File: config.mk
export PLATFORM = sky130hd
export DESIGN_NAME = uart_rom_loader
export DESIGN_NICKNAME = d
export VERILOG_FILES = /design/src/rtl/uart_rom_loader_pkg.sv /design/src/rtl/uart_rom_loader_rx.sv /design/src/rtl/uart_rom_loader.sv
export SDC_FILE = /design/constraint.sdc
export NUM_CORES = 1
export LEC_CHECK = 0
export ABC_CLOCK_PERIOD_IN_PS = 5100
export BUFFER_PORTS_ARGS = -buffer_cell sky130_fd_sc_hd__buf_2
export CAP_MARGIN = 0
export CORE_MARGIN = 3
export CORE_UTILIZATION = 60
export DETAILED_ROUTE_END_ITERATION = 8
export PLACE_DENSITY = 0.91
export SLEW_MARGIN = 20
export SYNTH_ARGS = -nofsm -noshare
export SYNTH_HDL_FRONTEND = slang
export SYNTH_SLANG_ARGS = --single-unit
File: constraint.sdc
create_clock -name clk -period 5.1 [get_ports clk]
set_input_delay 0.765 -clock clk [delete_from_list [all_inputs] [get_ports clk]]
set_output_delay 0.765 -clock clk [all_outputs]
set_load 0.03 [all_outputs]
File: src/rtl/uart_rom_loader_pkg.sv
//------------------------------------------------------------------------------
// Module : uart_rom_loader_pkg
// Brief  : Shared widths, sync byte and loader state encodings.
// Rev    : 1.0 - initial release
//------------------------------------------------------------------------------
`default_nettype none

package uart_rom_loader_pkg;

    localparam int         c_MEM_ADDR_W = 32;
    localparam int         c_INST_W     = 32;
    localparam logic [7:0] c_SYNC_BYTE  = 8'hA5;

    localparam logic [2:0] c_L_IDLE = 3'd0;
    localparam logic [2:0] c_L_LEN0 = 3'd1;
    localparam logic [2:0] c_L_LEN1 = 3'd2;
    localparam logic [2:0] c_L_DATA = 3'd3;
    localparam logic [2:0] c_L_CSUM = 3'd4;
    localparam logic [2:0] c_L_DONE = 3'd5;

endpackage

`default_nettype wire

File: src/rtl/uart_rom_loader_rx.sv
//------------------------------------------------------------------------------
// Module : uart_rx
// Brief  : 8N1 UART receiver with 2-FF synchroniser and stop-bit check.
// Rev    : 1.0 - initial release
//------------------------------------------------------------------------------
`default_nettype none

module uart_rx #(
    parameter int CLKS_PER_BIT = 434
) (
    input  logic       clk,
    input  logic       rst,
    input  logic       rx_i,
    output logic [7:0] byte_o,
    output logic       byte_valid_o,
    output logic       frame_err_o
);

    localparam int                 c_CNT_W     = $clog2(CLKS_PER_BIT + 1);
    localparam logic [c_CNT_W-1:0] c_BIT_LAST  = c_CNT_W'(CLKS_PER_BIT - 1);
    localparam logic [c_CNT_W-1:0] c_HALF_LAST = c_CNT_W'(CLKS_PER_BIT / 2 - 1);

    localparam logic [1:0] c_RX_IDLE  = 2'd0;
    localparam logic [1:0] c_RX_START = 2'd1;
    localparam logic [1:0] c_RX_DATA  = 2'd2;
    localparam logic [1:0] c_RX_STOP  = 2'd3;

    logic [1:0]         r_sync;
    logic               r_rx_prev;
    logic [1:0]         r_state;
    logic [1:0]         w_state_nxt;
    logic [c_CNT_W-1:0] r_cnt;
    logic [2:0]         r_bit;
    logic [7:0]         r_shift;
    logic               w_rx;
    logic               w_fall;
    logic               w_half_tick;
    logic               w_bit_tick;

    assign w_rx        = r_sync[1];
    assign w_fall      = r_rx_prev & ~w_rx;
    assign w_half_tick = (r_cnt == c_HALF_LAST);
    assign w_bit_tick  = (r_cnt == c_BIT_LAST);

    always_comb begin
        w_state_nxt = r_state;
        case (r_state)
            c_RX_IDLE:  if (w_fall) w_state_nxt = c_RX_START;
            // Start bit re-checked at mid-bit; a high level means a glitch
            c_RX_START: if (w_half_tick) w_state_nxt = w_rx ? c_RX_IDLE : c_RX_DATA;
            c_RX_DATA:  if (w_bit_tick && (r_bit == 3'd7)) w_state_nxt = c_RX_STOP;
            c_RX_STOP:  if (w_bit_tick) w_state_nxt = c_RX_IDLE;
            default:    w_state_nxt = c_RX_IDLE;
        endcase
    end

    always_ff @(posedge clk) begin
        if (rst) begin
            r_sync       <= 2'b11;
            r_rx_prev    <= 1'b1;
            r_state      <= c_RX_IDLE;
            r_cnt        <= '0;
            r_bit        <= '0;
            r_shift      <= '0;
            byte_o       <= '0;
            byte_valid_o <= 1'b0;
            frame_err_o  <= 1'b0;
        end else begin
            r_sync       <= {r_sync[0], rx_i};
            r_rx_prev    <= w_rx;
            r_state      <= w_state_nxt;
            byte_valid_o <= 1'b0;
            frame_err_o  <= 1'b0;
            if ((r_state == c_RX_IDLE) || w_bit_tick || ((r_state == c_RX_START) && w_half_tick))
                r_cnt <= '0;
            else
                r_cnt <= r_cnt + 1'b1;
            if (r_state == c_RX_IDLE)
                r_bit <= '0;
            if ((r_state == c_RX_DATA) && w_bit_tick) begin
                r_shift <= {w_rx, r_shift[7:1]};
                r_bit   <= r_bit + 3'd1;
            end
            if ((r_state == c_RX_STOP) && w_bit_tick) begin
                if (w_rx) begin
                    byte_o       <= r_shift;
                    byte_valid_o <= 1'b1;
                end else begin
                    frame_err_o  <= 1'b1;
                end
            end
        end
    end

endmodule

`default_nettype wire

File: src/rtl/uart_rom_loader.sv
//------------------------------------------------------------------------------
// Module : uart_rom_loader
// Brief  : Loads a framed program image from UART into the instruction ROM
//          and holds the core in reset while loading. Optional trailing XOR
//          checksum byte enabled by LOADER_CHECKSUM_EN.
// Rev    : 1.0 - initial release
//------------------------------------------------------------------------------
`default_nettype none

module uart_rom_loader
    import uart_rom_loader_pkg::*;
#(
    parameter int          CLK_FREQ       = 50000000,
    parameter int          BAUD           = 115200,
    parameter logic [31:0] ROM_BASE       = 32'h0000_0000,
    parameter int          MAX_WORDS      = 4096,
    parameter int          TIMEOUT_CYCLES = 1000000
) (
    input  logic                    clk,
    input  logic                    rst,
    input  logic                    rx_i,
    output logic                    rom_we_o,
    output logic [c_MEM_ADDR_W-1:0] rom_waddr_o,
    output logic [c_INST_W-1:0]     rom_wdata_o,
    output logic                    core_rst_o,
    output logic                    busy_o,
    output logic                    done_o,
    output logic                    err_o
);

    localparam int                 c_CLKS_PER_BIT = CLK_FREQ / BAUD;
    localparam int                 c_TMO_W        = $clog2(TIMEOUT_CYCLES + 1);
    localparam logic [c_TMO_W-1:0] c_TMO_LAST     = c_TMO_W'(TIMEOUT_CYCLES - 1);
    localparam logic [16:0]        c_MAX_WORDS    = 17'(MAX_WORDS);
`ifdef LOADER_CHECKSUM_EN
    localparam logic [2:0]         c_AFTER_DATA   = c_L_CSUM;
`else
    localparam logic [2:0]         c_AFTER_DATA   = c_L_DONE;
`endif

    logic [7:0]         w_rx_byte;
    logic               w_rx_valid;
    logic               w_rx_err;
    logic [2:0]         r_state;
    logic [2:0]         w_state_nxt;
    logic [15:0]        r_len;
    logic [15:0]        r_idx;
    logic [23:0]        r_word;
    logic [1:0]         r_bcnt;
    logic [c_TMO_W-1:0] r_tmo;
    logic               r_hold;
    logic               r_err;
    logic               w_err;
    logic               w_busy;
    logic               w_tmo_hit;
    logic [15:0]        w_len;
    logic               w_word_done;
    logic               w_last_word;
`ifdef LOADER_CHECKSUM_EN
    logic [7:0]         r_csum;
`endif

    uart_rx #(
        .CLKS_PER_BIT (c_CLKS_PER_BIT)
    ) u_uart_rx (
        .clk          (clk),
        .rst          (rst),
        .rx_i         (rx_i),
        .byte_o       (w_rx_byte),
        .byte_valid_o (w_rx_valid),
        .frame_err_o  (w_rx_err)
    );

    assign w_busy      = (r_state != c_L_IDLE) && (r_state != c_L_DONE);
    // An arriving byte beats a simultaneous timeout expiry
    assign w_tmo_hit   = (r_tmo == c_TMO_LAST) && !w_rx_valid;
    assign w_len       = {w_rx_byte, r_len[7:0]};
    assign w_word_done = (r_state == c_L_DATA) && w_rx_valid && (r_bcnt == 2'd3);
    assign w_last_word = ((r_idx + 16'd1) == r_len);

    assign busy_o     = w_busy;
    assign done_o     = (r_state == c_L_DONE);
    assign core_rst_o = r_hold;
    assign err_o      = r_err;

    always_comb begin
        w_state_nxt = r_state;
        w_err       = 1'b0;
        case (r_state)
            c_L_IDLE: if (w_rx_valid && (w_rx_byte == c_SYNC_BYTE)) w_state_nxt = c_L_LEN0;
            c_L_LEN0: if (w_rx_valid) w_state_nxt = c_L_LEN1;
            c_L_LEN1: begin
                if (w_rx_valid) begin
                    if ({1'b0, w_len} > c_MAX_WORDS) w_err = 1'b1;
                    else if (w_len == 16'd0)         w_state_nxt = c_AFTER_DATA;
                    else                             w_state_nxt = c_L_DATA;
                end
            end
            c_L_DATA: if (w_word_done && w_last_word) w_state_nxt = c_AFTER_DATA;
`ifdef LOADER_CHECKSUM_EN
            c_L_CSUM: begin
                if (w_rx_valid) begin
                    if (w_rx_byte != r_csum) w_err = 1'b1;
                    else                     w_state_nxt = c_L_DONE;
                end
            end
`endif
            c_L_DONE: w_state_nxt = c_L_IDLE;
            default:  w_state_nxt = c_L_IDLE;
        endcase
        if (w_busy && (w_rx_err || w_tmo_hit)) w_err = 1'b1;
        if (w_err) w_state_nxt = c_L_IDLE;
    end

    always_ff @(posedge clk) begin
        if (rst) begin
            r_state     <= c_L_IDLE;
            r_len       <= '0;
            r_idx       <= '0;
            r_word      <= '0;
            r_bcnt      <= '0;
            r_tmo       <= '0;
            r_hold      <= 1'b0;
            r_err       <= 1'b0;
            rom_we_o    <= 1'b0;
            rom_waddr_o <= '0;
            rom_wdata_o <= '0;
`ifdef LOADER_CHECKSUM_EN
            r_csum      <= '0;
`endif
        end else begin
            r_state  <= w_state_nxt;
            r_err    <= w_err;
            rom_we_o <= 1'b0;
            r_tmo    <= (w_busy && !w_rx_valid) ? r_tmo + 1'b1 : '0;
            if ((r_state == c_L_IDLE) && (w_state_nxt == c_L_LEN0)) begin
                r_hold <= 1'b1;
                r_idx  <= '0;
                r_bcnt <= '0;
`ifdef LOADER_CHECKSUM_EN
                r_csum <= '0;
`endif
            end
            // Hold is only released by a completed frame, never by an error
            if (w_state_nxt == c_L_DONE) r_hold <= 1'b0;
            if (w_rx_valid) begin
                case (r_state)
                    c_L_LEN0: r_len[7:0]  <= w_rx_byte;
                    c_L_LEN1: r_len[15:8] <= w_rx_byte;
                    c_L_DATA: begin
                        r_bcnt <= r_bcnt + 2'd1;
                        if (r_bcnt == 2'd3) begin
                            rom_we_o    <= 1'b1;
                            rom_waddr_o <= ROM_BASE + {14'd0, r_idx, 2'b00};
                            rom_wdata_o <= {w_rx_byte, r_word};
                            r_idx       <= r_idx + 16'd1;
                        end else begin
                            r_word <= {w_rx_byte, r_word[23:8]};
                        end
                    end
                    default: ;
                endcase
`ifdef LOADER_CHECKSUM_EN
                if ((r_state == c_L_LEN0) || (r_state == c_L_LEN1) || (r_state == c_L_DATA))
                    r_csum <= r_csum ^ w_rx_byte;
`endif
            end
        end
    end

endmodule

`default_nettype wire

# --- Word-level counts from Yosys, hierarchy flattened ---
# Cells that the tools add are included.
# W data, S select, Z words.
word_totals:
  output_inout_bits: 69
  elab_cells: 118
  reg_bits: 167
  input_bits: 3
op_classes:
  bitwise: 7
  n_reduce_logical: 33
  eq_ne: 21
  add_sub_neg: 5
  magnitude_cmp: 1
  muxes: 30
ops:
  columns: ["op", "n"]
  rows:
  - ["$mux W16", 4]
  - ["$mux W3", 9]
  - ["$add A20 B1 Y20 const B", 1]
  - ["$eq A20 B20 Y1 const B", 1]
  - ["$add A16 B1 Y16 const B", 1]
  - ["$eq A16 B16 Y1", 1]
  - ["$gt A16 B13 Y1 const B", 1]
  - ["$logic_not A16 Y1", 1]
  - ["$mux W2", 8]
  - ["$logic_and A1 B1 Y1", 13]
  - ["$pmux W3 S4", 1]
  - ["$add A9 B1 Y9 const B", 1]
  - ["$eq A3 B3 Y1 const B", 3]
  - ["$eq A9 B8 Y1 const B", 1]
  - ["$eq A9 B9 Y1 const B", 1]
  - ["$eq A8 B8 Y1 const B", 1]
  - ["$ne A2 B1 Y1 const B", 4]
  - ["$pmux W2 S4", 1]
  - ["$reduce_or A2 Y1", 4]
  - ["$mux W1", 7]
  - ["$eq A2 B2 Y1 const B", 3]
  - ["$eq A3 B1 Y1 const B", 2]
  - ["$eq A3 B2 Y1 const B", 2]
  - ["$not A1 Y1", 6]
  - ["15 further kinds", 20]

# --- Longest topological paths before layout ---
logic_depth:
  word_depth: 13
  depth_mapped: 9
  mapped_depth_nobuf: 8

# --- Cells and area by module ---
# Synthesis repeated with hierarchy kept, for this count alone.
hier_totals:
  hier_cells: 881
  area_unflattened_um2: 7283.2
by_module_without_submodules:
  columns: ["mod", "seq_area_each_um2", "area_each_um2", "cells_per_inst", "instances"]
  rows:
  - ["uart_rom_loader", 2642.5, 5820.6, 736, 1]
  - ["uart_rx", 700.7, 1462.7, 145, 1]

# --- Least setup slack after synthesis ---
# Ideal clock, no wire load.
synth_path:
  path_kind: "flip-flop to flip-flop"
  start: "register r_idx[1]"
  end: "register r_state[1]"
  required_time_ps: 4983
  path_buffers: 0
  synth_period_minus_slack_ps: 1895
  slack_ps: 3205
  setup_time_ps: 117
  path_stages_with_launch: 9
  arrival_ps: 1779
  path_cell_list: "dfxtp_1 ha_1 and3_1 nand3_1 nor2_1 o22ai_1 nor3_1 nand4_1 and4b_1"
synth_via:
  elab_chain_cells: 6
synth_lines:
  columns: ["element", "line", "rtl"]
  rows:
  - ["start: declaration", "uart_rom_loader.sv:47", "logic [15:0] r_idx;"]
  - ["start signal: assignment", "uart_rom_loader.sv:156", "r_idx <= r_idx + 16'd1;"]
  - ["$add A16 B1 Y16", "uart_rom_loader.sv:79", "assign w_last_word = ((r_idx + 16'd1) == r_len);"]
  - ["$eq A16 B16 Y1", "uart_rom_loader.sv:79", null]
  - ["$logic_and A1 B1 Y1", "uart_rom_loader.sv:99", "c_L_DATA: if (w_word_done && w_last_word) w_state_nxt = c_AFTER_DATA;"]
  - ["$mux W3", "uart_rom_loader.sv:99", null]
  - ["$pmux W3 S4", "uart_rom_loader.sv:89", "case (r_state)"]
  - ["$mux W3", "uart_rom_loader.sv:112", "if (w_err) w_state_nxt = c_L_IDLE;"]
  - ["end signal: assignment", "uart_rom_loader.sv:117", "r_state <= c_L_IDLE;"]
  - ["end signal: assignment", "uart_rom_loader.sv:132", "r_state <= w_state_nxt;"]
  - ["end: declaration", "uart_rom_loader.sv:44", "logic [2:0] r_state;"]
# Every way passes these cells.
# A chain may end at the register's enable or synchronous reset.

# --- Worst setup path after layout ---
layout_path:
  start: "register r_state[2]"
  end: "register r_idx[9]"
layout_via:
  elab_chain_cells: 13
  elab_cells_between_ends: 26
  classes_between: "eq/ne: 5; mux: 13; reduce/logical: 8"
layout_lines:
  columns: ["element", "line", "rtl"]
  rows:
  - ["$eq A3 B2 Y1", "uart_rom_loader.sv:78, uart_rom_loader.sv:89, uart_rom_loader.sv:147", null]
  - ["$logic_and A1 B1 Y1 (2 in series)", "uart_rom_loader.sv:78", "assign w_word_done = (r_state == c_L_DATA) && w_rx_valid && (r_bcnt == 2'd3);"]
  - ["$logic_and A1 B1 Y1", "uart_rom_loader.sv:99", null]
  - ["$mux W3", "uart_rom_loader.sv:99", null]
  - ["$pmux W3 S4", "uart_rom_loader.sv:89", null]
  - ["$mux W3", "uart_rom_loader.sv:112", null]
  - ["$eq A3 B1 Y1", "uart_rom_loader.sv:136", "if ((r_state == c_L_IDLE) && (w_state_nxt == c_L_LEN0)) begin"]
  - ["$logic_and A1 B1 Y1", "uart_rom_loader.sv:136", null]
  - ["$mux W16", "uart_rom_loader.sv:136", null]
  - ["$mux W16", "uart_rom_loader.sv:152", "if (r_bcnt == 2'd3) begin"]
  - ["$mux W16", "uart_rom_loader.sv:147", "case (r_state)"]
  - ["$mux W16 *", "uart_rom_loader.sv:146", "if (w_rx_valid) begin"]
# Mark *: on every way between the ends. The rest lies on a longest branch, timed or not.

==> results by group <==
Clock network
  • Clk sinks: 167
  • CTS resizes: 0
  • CTS buffer count: 17
  • Clock Path Buffers: 2
  • Clk root buf: clkbuf_16
  • Postcts setup bufs: 0
  • H-tree depth: 4
  • CTS tree: built
  • CTS Hold Bufs: 0
  • Skew-Pair Late Insertion Delay: 420 ps
  • Clk slew on worst S/H paths: 60 ps

Floorplanning
  • Core Area: 11520 um^2
  • Chip width: 115.0 um
  • Die H: 115.0 um
  • Number of I/O pins: 72
  • Std-Cell Rows: 39
  • Initial core utilization: 61.93%
  • DIE AREA: 13230 um^2

Worst setup path
  • CP max stage cell: nand2_2
  • CP Launch Type: flop
  • Cell Chain, Critical Path: and4b_1 > nand2_2 > buf_4 > and2_1 > a21oi_1 > a211oi_1
  • CP endpoint kind: flop
  • Crit-path max FO: 37
  • Family with the most delay on the worst path: simple AND/OR/NAND/NOR gates
  • Worst reg2reg startpoint: r_state[2]
  • Worst r2r dst: r_idx[9]
  • R2R setup slack: 2550 ps
  • Crit path largest cell delay: 530 ps
  • Worst Path Buf+Inv: 1
  • CP Data Required Time: 5420 ps
  • CP Data Arrival Time: 2870 ps
  • CP Class: flop to flop
  • Reg2Reg Depth: 6

Placement
  • DP Wirelength: 9943 um
  • Port Buffers: 55
  • GPL Wtd Cong: 0.9411

Timing
  • Final Setup Violations: 0
  • Fmax: 391.7 MHz
  • Unrepaired setup endpoints after global routing: no
  • Final period util: 50.06%
  • Worst rel slew slack: 44.55%
  • Hold WS: 410.2 ps
  • Final TNS setup: 0 ps
  • Max-slew violation count: 0
  • Min Tclk post-route: 2553 ps
  • Setup Skew: 7.573 ps
  • Final hold violation count: 0
  • Slew @ Worst Pin: 831.8 ps

Final layout
  • Final #Nets: 917
  • Layout cell share with drive strength beyond 1: 11.55%
  • Commonest non-fill, non-tap cell in the layout: nand2_1
  • Diodes inserted: 0
  • Final-layout fill cell count: 857
  • Most frequent cells in the layout: nand2_1 (209), dfxtp_1 (167), a21oi_1 (111)
  • Area delta synth->final: 11.12%

Logic synthesis
  • Netlist Area Pre-Place: 7132 um^2
  • Synthesized instance count: 880
  • Syn avg cell area: 8.104 um^2
  • Post-synth EDFFs: 0
  • Yosys warns: 0
  • Yosys reg bits: 167
  • Post-synth ARST share: 0%
  • Synth Flop Type: dfxtp_1
  • Yosys cell types: 61
  • Seq/Total Area, Yosys: 46.88%

Pwr
  • Pwr Total: 2.589 mW
  • Peak VDD IR: 305.9 uV
  • Pwr/cell area: 326.7 nW/um^2
  • Leakage dissipation: 2.957 nW

Min path
  • Hold endpoint: u_uart_rx.r_sync[1]
  • Hold depth: 1
  • Hold Path Class: flop to flop
  • Hold Startpoint: u_uart_rx.r_sync[0]

Detailed routing
  • DRC Markers: 0
  • WL final: 15840 um
  • DR vias: 6080
  • Vias per cell: 5.730
  • Pre-Repair DR Iteration Count: 7
  • Post-DR wirelength/cell: 14.93 um
  • Antenna Nets Post-Route: 0
  • Starting DRT DRC Count: 550

Global routing
  • Largest net degree at the start of global routing: 86
  • Vias in the first global route: 5490
  • Total Routing Usage GR: 24.21%
  • First-pass GRT wire length: 26030 um
  • Overflow after GRT: 0
  • Initial antenna violation count: 0

Flow run
  • Max Cap Violations: 0

Run status
  • Status: completed
## final cells by class
type / count / area [um^2] / area share [%]
sequential: 167 / 3343 / 42.19
tap: 143 / 178.9 / 2.258
inverter: 12 / 45.04 / 0.5684
clock buffer: 20 / 446.7 / 5.636
clock inverter: 11 / 126.4 / 1.595
timing repair buffer: 60 / 315.3 / 3.979
multi-input combinational: 648 / 3470 / 43.78
## flip-flops by register name, indices dropped and copies added, names as in the netlist, 3 cells and up, named ones only
name and cells:
u_uart_rx.r_cnt 9, r_state 3, u_uart_rx.r_bit 3, u_uart_rx.byte_o 8, r_word 24, r_len 16
r_tmo 20, r_idx 16, u_uart_rx.r_shift 8, rom_waddr_o 16, rom_wdata_o 32
## layer usage
| layer | wire [um] | global-route usage [%] | vias to the layer above |
|---|---|---|---|
| met3 | 876 | 4.789 | 30 |
| li1 | - | - | 2968 |
| met2 | 7720 | 39.89 | 218 |
| met1 | 6944 | 31.45 | 2864 |
| met4 | 302 | 9.390 | 0 |
| met5 | 0 | 0 | - |
## report_power, final
group          leakage [nW]  total, mW  internal, mW  switching (mW)
Sequential             1.35       1.31          1.31         0.00223
Clock                 0.268       1.24         0.732           0.511
Combinational          1.34     0.0383       0.00397          0.0344
## logic make-up after synthesis
| group | share of synthesized area [%] |
|---|---|
| AO/OA/AOI/OAI | 11.89 |
| multiplexers | 2.246 |
| buffers and inverters | 5.368 |
| other | 0.05258 |
| XOR/XNOR | 5.404 |
| adder cells (fa/ha/maj) | 1.404 |
| AND/OR/NAND/NOR | 26.75 |
| flip-flops | 46.88 |
## synth_stat cells, types with 4 or more instances
cell	instances	area, um^2
or3_1	7	43.79
and4b_1	4	40.04
buf_2	11	55.05
ha_1	8	100.1
clkbuf_1	38	142.6
nand3_1	25	125.1
a22oi_1	6	45.04
buf_4	18	135.1
xor2_1	20	175.2
nand2_1	209	784.5
and3_1	7	43.79
nor4_1	6	37.54
dfxtp_1	167	3343
inv_1	12	45.04
o21ai_0	19	95.09
nor2b_1	8	50.05
mux2i_1	16	160.2
xnor2_1	24	210.2
nand4_1	8	50.05
nor3_1	15	75.07
a21oi_1	111	555.5
nor2_1	82	307.8
nor3b_1	7	52.55
## how the worst max path moves through the flow
stage	slack [ps]	startpoint	to	cells past startpoint
3_5_place_dp	2660	r_state[2]	r_idx[9]	6
4_1_cts	2600	r_state[2]	r_idx[9]	6
2_1_floorplan	3200	r_idx[1]	r_state[1]	8
6_report	2550	r_state[2]	r_idx[9]	6
5_1_grt	2420	r_state[2]	r_idx[9]	6
3_3_place_gp	2730	u_uart_rx.byte_valid_o	r_state[1]	7
## metrics by stage
stage                     worst slack (ps)  cell area (um^2)  instances  utilization (%)
final                                 2547              7925       1061            68.82
after global placement                2731              7352       1030            63.84
after global routing                  2420              7925       1061            68.82
after floorplan                       3205              7188        895                -
after CTS                             2596              7925       1061            68.82
after detailed placement              2661              7352       1030            63.84
Note: power is estimated with default switching activity, not from simulation.
